==> config.mk <==
export PLATFORM = sky130hd
export DESIGN_NAME = imem_loader_flat
export DESIGN_NICKNAME = d
export VERILOG_FILES = /design/src/rtl/imem_loader_pkg.sv /design/src/rtl/imem_loader_if.sv /design/src/rtl/imem_loader_word_assembler.sv /design/src/rtl/imem_loader.sv /design/src/flat_wrapper.sv
export SDC_FILE = /design/constraint.sdc
export NUM_CORES = 1
export LEC_CHECK = 0
export ABC_AREA = 1
export CORE_MARGIN = 10
export CORE_UTILIZATION = 55
export CTS_CLUSTER_DIAMETER = 80
export DETAILED_ROUTE_END_ITERATION = 16
export GPL_ROUTABILITY_DRIVEN = 0
export PLACE_DENSITY = 0.81
export SLEW_MARGIN = 20
export SYNTH_ARGS = -nofsm -noshare
export SYNTH_HDL_FRONTEND = slang
export SYNTH_SLANG_ARGS = --single-unit
==> constraint.sdc <==
create_clock -name clk -period 2.9 [get_ports clk]
set_input_delay 0.58 -clock clk [delete_from_list [all_inputs] [get_ports clk]]
set_output_delay 0.58 -clock clk [all_outputs]
set_load 0.01 [all_outputs]
==> src/rtl/imem_loader_pkg.sv <==
// Shared definitions for the instruction-memory boot loader.
package imem_loader_pkg;

  localparam int LEN_W          = 16;
  localparam int BYTES_PER_WORD = 4;

  typedef enum logic [2:0] {
    ST_IDLE   = 3'd0,
    ST_LEN_HI = 3'd1,
    ST_LEN_LO = 3'd2,
    ST_DATA   = 3'd3,
    ST_FLUSH  = 3'd4,
    ST_DONE   = 3'd5,
    ST_ERROR  = 3'd6
  } state_t;

  // A length is rejected when it asks for more words than the memory holds.
  function automatic logic len_exceeds_depth(input logic [LEN_W-1:0] len, input int addr_w);
    return ({1'b0, len} > ((LEN_W+1)'(1) << addr_w));
  endfunction

endpackage

==> src/rtl/imem_loader_if.sv <==
// Byte-stream input and instruction-memory write port of the boot loader.
interface imem_loader_if #(
  parameter int ADDR_W = 8
);
  logic [7:0]        s_data;
  logic              s_valid;
  logic              s_ready;
  logic              wr_en;
  logic [ADDR_W-1:0] wr_addr;
  logic [31:0]       wr_data;

  // The loader: consumes the stream, drives the memory write port.
  modport master (
    input  s_data, s_valid,
    output s_ready, wr_en, wr_addr, wr_data
  );

  // The environment: produces the stream, observes the writes.
  modport slave (
    output s_data, s_valid,
    input  s_ready, wr_en, wr_addr, wr_data
  );
endinterface

==> src/rtl/imem_loader_word_assembler.sv <==
// Packs four accepted stream bytes into one 32-bit instruction word.
module imem_loader_word_assembler
  import imem_loader_pkg::*;
#(
  parameter bit BIG_ENDIAN = 1'b1
) (
  input  logic        clk,
  input  logic        reset_n,
  input  logic        clear,
  input  logic        take,
  input  logic [7:0]  byte_in,
  output logic        word_valid,
  output logic [31:0] word
);

  logic [31:0] shift_q;
  logic [1:0]  byte_idx;

  // Byte position within the current word; restarts at the head of every image.
  always_ff @(posedge clk or negedge reset_n) begin
    if (!reset_n)   byte_idx <= '0;
    else if (clear) byte_idx <= '0;
    else if (take)  byte_idx <= byte_idx + 2'd1;
  end

  // Assembly register holds the bytes already taken for this word.
  always_ff @(posedge clk) begin
    if (take) shift_q <= word;
  end

  // The word including the byte being taken now, so it is complete on the 4th byte.
  always_comb begin
    word       = BIG_ENDIAN ? {shift_q[23:0], byte_in} : {byte_in, shift_q[31:8]};
    word_valid = take && (byte_idx == 2'(BYTES_PER_WORD - 1));
  end

endmodule

==> src/rtl/imem_loader.sv <==
// Boot-time loader: length-prefixed byte stream -> sequential instruction-memory writes,
// holding the core stalled until the whole image is in memory.
module imem_loader
  import imem_loader_pkg::*;
#(
  parameter int ADDR_W     = 8,
  parameter bit BIG_ENDIAN = 1'b1
) (
  input  logic          clk,
  input  logic          reset_n,
  input  logic          start,
  imem_loader_if.master bus,
  output logic          cpu_run,
  output logic          busy,
  output logic          done,
  output logic          err
);

  state_t            state, state_nx;
  logic [LEN_W-1:0]  len_q;
  logic [LEN_W-1:0]  len_full;
  logic [ADDR_W:0]   word_ptr;
  logic              xfer;
  logic              word_valid;
  logic              last_word;
  logic [31:0]       word;

  assign xfer      = bus.s_valid && bus.s_ready;
  assign len_full  = {len_q[LEN_W-1:8], bus.s_data};
  assign last_word = (LEN_W'(word_ptr) == (len_q - LEN_W'(1)));

  assign bus.s_ready = (state == ST_LEN_HI) || (state == ST_LEN_LO) || (state == ST_DATA);
  assign busy        = bus.s_ready || (state == ST_FLUSH);
  assign done        = (state == ST_DONE);
  assign cpu_run     = (state == ST_DONE);
  assign err         = (state == ST_ERROR);

  imem_loader_word_assembler #(
    .BIG_ENDIAN(BIG_ENDIAN)
  ) u_asm (
    .clk       (clk),
    .reset_n   (reset_n),
    .clear     ((state == ST_LEN_LO) && xfer),
    .take      ((state == ST_DATA) && xfer),
    .byte_in   (bus.s_data),
    .word_valid(word_valid),
    .word      (word)
  );

  // FSM state register.
  always_ff @(posedge clk or negedge reset_n) begin
    if (!reset_n) state <= ST_IDLE;
    else          state <= state_nx;
  end

  // Next-state logic; s_ready is high in every state that looks at s_valid.
  always_comb begin
    state_nx = state;
    case (state)
      ST_IDLE:   if (start) state_nx = ST_LEN_HI;
      ST_LEN_HI: if (bus.s_valid) state_nx = ST_LEN_LO;
      ST_LEN_LO: begin
        if (bus.s_valid) begin
          if (len_full == '0)                            state_nx = ST_DONE;
          else if (len_exceeds_depth(len_full, ADDR_W))  state_nx = ST_ERROR;
          else                                           state_nx = ST_DATA;
        end
      end
      ST_DATA:   if (word_valid && last_word) state_nx = ST_FLUSH;
      ST_FLUSH:  state_nx = ST_DONE;
      ST_DONE:   if (start) state_nx = ST_LEN_HI;
      ST_ERROR:  if (start) state_nx = ST_LEN_HI;
      default:   state_nx = ST_IDLE;
    endcase
  end

  // Length capture, word pointer and the registered memory write port.
  always_ff @(posedge clk or negedge reset_n) begin
    if (!reset_n) begin
      len_q       <= '0;
      word_ptr    <= '0;
      bus.wr_en   <= 1'b0;
      bus.wr_addr <= '0;
      bus.wr_data <= '0;
    end else begin
      bus.wr_en <= word_valid;
      if ((state == ST_LEN_HI) && xfer) len_q[LEN_W-1:8] <= bus.s_data;
      if ((state == ST_LEN_LO) && xfer) begin
        len_q[7:0] <= bus.s_data;
        word_ptr   <= '0;
      end
      if (word_valid) begin
        bus.wr_addr <= word_ptr[ADDR_W-1:0];
        bus.wr_data <= word;
        word_ptr    <= word_ptr + 1'b1;
      end
    end
  end

endmodule

==> src/flat_wrapper.sv <==
// flat-port wrapper written by rule: the top's interface ports become plain ports
module imem_loader_flat import imem_loader_pkg::*;
#(
  parameter int ADDR_W     = 8,
  parameter bit BIG_ENDIAN = 1'b1
)
  (clk, reset_n, start, cpu_run, busy, done, err, bus_s_data, bus_s_valid, bus_s_ready, bus_wr_en, bus_wr_addr, bus_wr_data);
  imem_loader_if #(.ADDR_W(ADDR_W)) bus_i ();
  input  logic clk;
  input  logic reset_n;
  input  logic start;
  output logic cpu_run;
  output logic busy;
  output logic done;
  output logic err;
  input wire logic [$bits(bus_i.s_data)-1:0] bus_s_data;
  input wire logic [$bits(bus_i.s_valid)-1:0] bus_s_valid;
  output wire logic [$bits(bus_i.s_ready)-1:0] bus_s_ready;
  output wire logic [$bits(bus_i.wr_en)-1:0] bus_wr_en;
  output wire logic [$bits(bus_i.wr_addr)-1:0] bus_wr_addr;
  output wire logic [$bits(bus_i.wr_data)-1:0] bus_wr_data;
  assign bus_i.s_data = bus_s_data;
  assign bus_i.s_valid = bus_s_valid;
  assign bus_s_ready = bus_i.s_ready;
  assign bus_wr_en = bus_i.wr_en;
  assign bus_wr_addr = bus_i.wr_addr;
  assign bus_wr_data = bus_i.wr_data;
  imem_loader #(.ADDR_W(ADDR_W), .BIG_ENDIAN(BIG_ENDIAN)) u_core (.clk(clk), .reset_n(reset_n), .start(start), .bus(bus_i), .cpu_run(cpu_run), .busy(busy), .done(done), .err(err));
endmodule
==> results of run 1 <==
==> registers in the layout (all words and copies together), names as in the netlist <==
name / count
u_core.bus.wr_data: 32
u_core.u_asm.shift_q: 24
u_core.len_q: 16
u_core.word_ptr: 9
u_core.bus.wr_addr: 8
u_core.state: 3
u_core.u_asm.byte_idx: 2
u_core.bus.wr_en: 1
==> per-stage QoR <==
step	area (sq um)	utilization (%)
after floorplan	4230	-
after global placement	4920	66.8
after detailed placement	4920	66.8
after CTS	5100	69.2
after global routing	5100	69.2
final	5100	69.2
==> worst register-to-register path, cell delays in order (launching register included) <==
cell and delay, ns:
dfrtp_1 0.45, inv_2 0.11, ha_1 0.20, nand3_2 0.14
nor2_1 0.23, nand2_1 0.08, nand2_1 0.06, nand2_1 0.06
nor2_1 0.10, nand3_1 0.13, o21bai_2 0.22, nand2_2 0.09
nand2_1 0.06, nand2_1 0.06
==> cell type report <==
| type | instances | area, sq um |
|---|---|---|
| Clock buffer | 11 | 131 |
| Clock inverter | 5 | 41.3 |
| Fill cell | 563 | 2270 |
| Inverter | 50 | 188 |
| Multi-Input combinational cell | 339 | 1490 |
| Sequential cell | 95 | 2500 |
| Tap cell | 99 | 124 |
| Timing Repair Buffer | 64 | 631 |
==> worst paths after layout <==
check / endpoint / slack (ns) / from / depth (start not counted)
max in group asynchronous: u_core.len_q[13] / 2.00 / reset_n / 2
min in group clk: u_core.bus.wr_data[28] / 0.45 / u_core.u_asm.shift_q[20] / 2
worst max-delay path: done / 0.47 / u_core.state[2] / 3
worst min register to register: u_core.bus.wr_data[28] / 0.45 / u_core.u_asm.shift_q[20] / 2
worst max register to register: u_core.state[2] / 0.81 / u_core.len_q[0] / 13
worst min-delay path: u_core.bus.wr_data[9] / 0.24 / reset_n / 1
==> synthesized netlist by cell type (2+ instances only) <==
cell type  number
nor2_1         47
nand2_2         3
nor2_2          4
inv_1          48
clkbuf_1        9
xnor2_1         2
nor3_1          3
dfrtp_1        71
ha_1            3
nand3b_1        2
edfxtp_1       24
nand4_1         3
a31oi_1         2
a21oi_1         6
o21ai_0        42
o22ai_1         2
nand3_2         2
nand2_1       192
inv_2           2
buf_2           4
nand3_1        21
==> power by group through the flow <==
stage	combinational [mW]	clock [mW]	sequential, mW
2_1_floorplan	1.04	0	2.02
3_3_place_gp	1.64	0	2.02
3_5_place_dp	1.71	0	2.04
4_1_cts	1.72	0.806	2.02
5_1_grt	1.94	0.862	2.07
6_report	1.70	0.793	2.02
==> cell families after synthesis <==
family,after synthesis
compound gates,56
xor+xnor,2
fa+ha+maj,3
buf+inv,64
flops,95
simple gates,278
==> routing by layer <==
| layer | wire length (um) | vias up |
|---|---|---|
| li1 | - | 1699 |
| met1 | 4070 | 1585 |
| met2 | 4570 | 95 |
| met3 | 555 | 17 |
| met4 | 134 | 0 |
| met5 | 0 | - |
==> impl_metrics.json, run 1 <==
{
  "status": "finished, final reports clean",
  "grt.busiest_layer": "met2",
  "grt_pass1_vias": 3279,
  "cp_top_family": "buffers and inverters",
  "min_period_ns": 2.43,
  "syn-cell-area_sq_um": 4230,
  "synth_edf_count": 24,
  "finalHoldViolCount": 0,
  "dp_hpwl_um": 6920,
  "p_per_area_nw_per_um2": 886,
  "cp_data_required_time_ns": 2.32,
  "die_h_um": 108,
  "num_vias": 3396,
  "seq_area_frac_synth_pct": 59.1,
  "die-area_sq_um": 11600,
  "start_util_pct": 57.4,
  "muxShareOfSynthArea_pct": 0,
  "fmax_mhz": 412,
  "finClkSkew_ns": 0.0113,
  "synthAdderAreaFrac_pct": 0.888,
  "path_class": "register to output pin",
  "syn-num-nets": 513,
  "drv_cap": 0,
  "synth.area.top_cells": "dfrtp_1, edfxtp_1, nand2_1",
  "drt_wl_total_um": 9320,
  "antennaDiodeCount": 0,
  "power_mw": 4.52,
  "clock_sinks": 95,
  "cp_max_fo": 9,
  "core_sq_um": 7370,
  "htree_levels": 3,
  "synth_warnings": 0,
  "cts_setup_buffers": 0,
  "ir_worst_vdd_mv": 0.507,
  "synthSimpleGateAreaFrac_pct": 26.6,
  "yosys.area.top_type_share_pct": 42.0,
  "p_comb_share_pct": 37.7,
  "avgRoutedWirePerCell_um": 14.1,
  "period_share_pct": 83.7,
  "numCtsBuffers": 9,
  "slew_violations": 0,
  "first_pass_iters": 6,
  "cp-end-kind": "output pin",
  "ys_ff_latch": 95,
  "hold_buffers": 0,
  "chipWidth_um": 108,
  "synth-xor-area-share_pct": 0.414,
  "cts-root-buf": "clkbuf_8",
  "p_int_mw": 2.76,
  "mostFrequentLayoutCell": "nand2_1",
  "grt_overflow": 0,
  "cts_tree": "built",
  "async_flop_share_pct": 74.7,
  "antenna_found_initial": 0,
  "vias_per_cell": 5.12,
  "dp.cells": 647,
  "synth_top_family_by_area": "simple AND/OR/NAND/NOR gates",
  "synth_cell_types": 27,
  "drtAntennaViolNets": 0,
  "worst_slack_ns": 0.473,
  "pwr-share-clk_pct": 17.5,
  "swShare_pct": 38.9,
  "slew_headroom_pct": 56.2,
  "insertion_delay_ns": 0.36,
  "area_growth_pct": 20.5,
  "fin_setup_tns_ns": 0,
  "clockBufferDepth": 2,
  "holdWs_ns": 0.240,
  "p_sw_mw": 1.76,
  "final_cells": 663,
  "synth.largest_area_cell": "dfrtp_1",
  "placement_rows": 31,
  "critPathSlowestCell": "clkdlybuf4s50_1",
  "dp_slack_ns": 0.564,
  "drc": 0,
  "slowest_delay_ns": 0.60,
  "holdCritPathClass": "input pin to async pin",
  "drive_gt1_share_pct": 6.56,
  "cts.clk_slew.worst_paths_ns": 0.10,
  "met2_usage_pct": 27.3,
  "port_buffers": 57,
  "drt_iter0_drc": 234,
  "worstMarginPinSlew_ns": 0.657,
  "rsz0062_at_grt": "false",
  "crit_chain": "inv_1 -> nor3_1 -> clkdlybuf4s50_1",
  "nNetsFinal": 574,
  "p_seq_share_pct": 44.7,
  "synth_compound_area_share_pct": 7.13,
  "use_met1_pct": 20.8,
  "startpoint_type": "register",
  "postSynthAreaPerCell_sq_um": 8.49,
  "netlist_instances": 498,
  "grt_max_degree": 44,
  "pin_count": 58,
  "synthFlopType": "dfrtp_1",
  "setup_viol": 0,
  "p_leak_nw": 2.43,
  "cp_data_arrival_time_ns": 1.85,
  "grt_pass1_wl_um": 15400,
  "ctsResizeCount": 0,
  "grt_use_total_pct": 16.4,
  "met3_usage_pct": 3.11,
  "worst-path-buf-inv": 2,
  "final_cell_mix": "nand2_1, dfrtp_1, clkdlybuf4s50_1"
}
Note: power is estimated with default switching activity, not from simulation.
==> inputs of run 2 (changes only) <==
Clock period 2.9 ns to 2.4 ns, I/O delays scaled along.
==> impl_metrics.json, run 2 (same netlist as run 1, synthesis figures left out) <==
{
  "status": "finished, final reports clean",
  "power_mw": 5.71,
  "regArea_sq_um": 2500,
  "mostFrequentLayoutCell": "nand2_1",
  "rsz0062_at_grt": "false",
  "ctsResizeCount": 0,
  "antenna_found_initial": 0,
  "first_pass_iters": 4,
  "grt_pass1_vias": 3533,
  "cts-root-buf": "clkbuf_8",
  "cts_tree": "built",
  "setup_viol": 0,
  "port_buffers": 57,
  "ir_worst_vdd_mv": 0.427,
  "placement_rows": 31,
  "cp-end-kind": "output pin",
  "final_cell_mix": "nand2_1, dfrtp_1, clkdlybuf4s50_1",
  "top_regs": "u_core.bus.wr_data x32, u_core.u_asm.shift_q x24, u_core.len_q x16",
  "multiInputGateArea_sq_um": 1490,
  "slowest_delay_ns": 0.59,
  "die_h_um": 108,
  "cts.clk_slew.worst_paths_ns": 0.09,
  "nFillCells": 563,
  "num_vias": 3476,
  "drive_gt1_share_pct": 6.76,
  "drc": 0,
  "fin_setup_tns_ns": 0,
  "critPathSlowestCell": "clkdlybuf4s50_1",
  "crit_chain": "inv_1 -> nor3_1 -> clkdlybuf4s50_1",
  "drt_wl_total_um": 9620,
  "hold_buffers": 0,
  "worst-path-buf-inv": 2,
  "holdCritPathClass": "input pin to async pin",
  "area_growth_pct": 22.0,
  "chipWidth_um": 108,
  "nNetsFinal": 572,
  "die-area_sq_um": 11600,
  "numCtsBuffers": 9,
  "cp_data_arrival_time_ns": 1.78,
  "cp_data_required_time_ns": 1.92,
  "grt_max_degree": 58,
  "top_register": "u_core.bus.wr_data",
  "htree_levels": 3,
  "insertion_delay_ns": 0.35,
  "antennaDiodeCount": 0,
  "core_sq_um": 7370,
  "drv_cap": 0,
  "clockBufferDepth": 2,
  "drtAntennaViolNets": 0,
  "cts_setup_buffers": 0,
  "finalHoldViolCount": 0,
  "slew_headroom_pct": 60.3,
  "r2r_slack_ns": 0.38,
  "startpoint_type": "register",
  "slew_violations": 0,
  "grt_overflow": 0,
  "period_share_pct": 94.3,
  "grt_pass1_wl_um": 16000,
  "clock_sinks": 95,
  "vias_per_cell": 5.26,
  "drt_iter0_drc": 218,
  "avgRoutedWirePerCell_um": 14.6,
  "finClkSkew_ns": 0.0110,
  "cp_top_family": "buffers and inverters",
  "dp_hpwl_um": 6980,
  "pin_count": 58,
  "min_period_ns": 2.26,
  "fmax_mhz": 442,
  "cp_max_fo": 9,
  "worstMarginPinSlew_ns": 0.595,
  "start_util_pct": 57.4,
  "p_leak_nw": 2.45,
  "p_per_area_nw_per_um2": 1110,
  "largest_reg_flops": 32,
  "grt_use_total_pct": 16.8,
  "path_class": "register to output pin"
}
run 2: per-stage QoR:
step | hold WS, ns | std cells | utilization [%] | cell area [sq um] | setup slack, ns
after floorplan | 0.184 | 498 | - | 4230 | 0.155
after global placement | 0.423 | 645 | 67.0 | 4930 | 0.259
after detailed placement | 0.432 | 645 | 67.0 | 4930 | 0.203
after global routing | 0.139 | 661 | 70.0 | 5160 | 0.0134
final | 0.124 | 661 | 70.0 | 5160 | 0.137
after CTS | 0.126 | 661 | 70.0 | 5160 | 0.0364
run 2: cell type report:
type,instances,share of cell area [%]
flip-flops and latches,95,48.4
multi-input cells,339,28.8
well taps,99,2.40
clock buffers,10,2.47
inverters,50,3.64
repair buffers,62,12.4
clock inverters,6,1.82
run 2: path summary, 6_finish.rpt:
| path | startpoint | end | cells past startpoint |
|---|---|---|---|
| worst max-delay path | u_core.state[2] | cpu_run | 3 |
| worst min-delay path | reset_n | u_core.bus.wr_data[8] | 1 |
| worst max register to register | u_core.len_q[0] | u_core.state[2] | 13 |
| worst min register to register | u_core.u_asm.shift_q[5] | u_core.u_asm.shift_q[13] | 0 |
| max in group asynchronous | reset_n | u_core.state[1] | 2 |
| min in group clk | u_core.u_asm.shift_q[5] | u_core.u_asm.shift_q[13] | 0 |
run 2: power by group:
part           switching, mW  total [mW]  internal [mW]
clock                  0.556        1.15          0.597
sequential             0.405        2.48           2.07
combinational           1.19        2.08          0.894
total                   2.15        5.71           3.56
run 2: per-layer routing:
metal	global-route usage, %	vias up	share of wire [%]
li1	-	1691	-
met3	3.83	13	6.1
met1	19.2	1676	41
met5	0	-	0
met4	5.53	0	1.6
met2	30.1	96	51
==> inputs of run 3 (changes only) <==
Settings changed: TNS_END_PERCENT from default to 50.
==> results of run 3 <==
No change in the layout: final DEF, timing and power equal those of run 2.
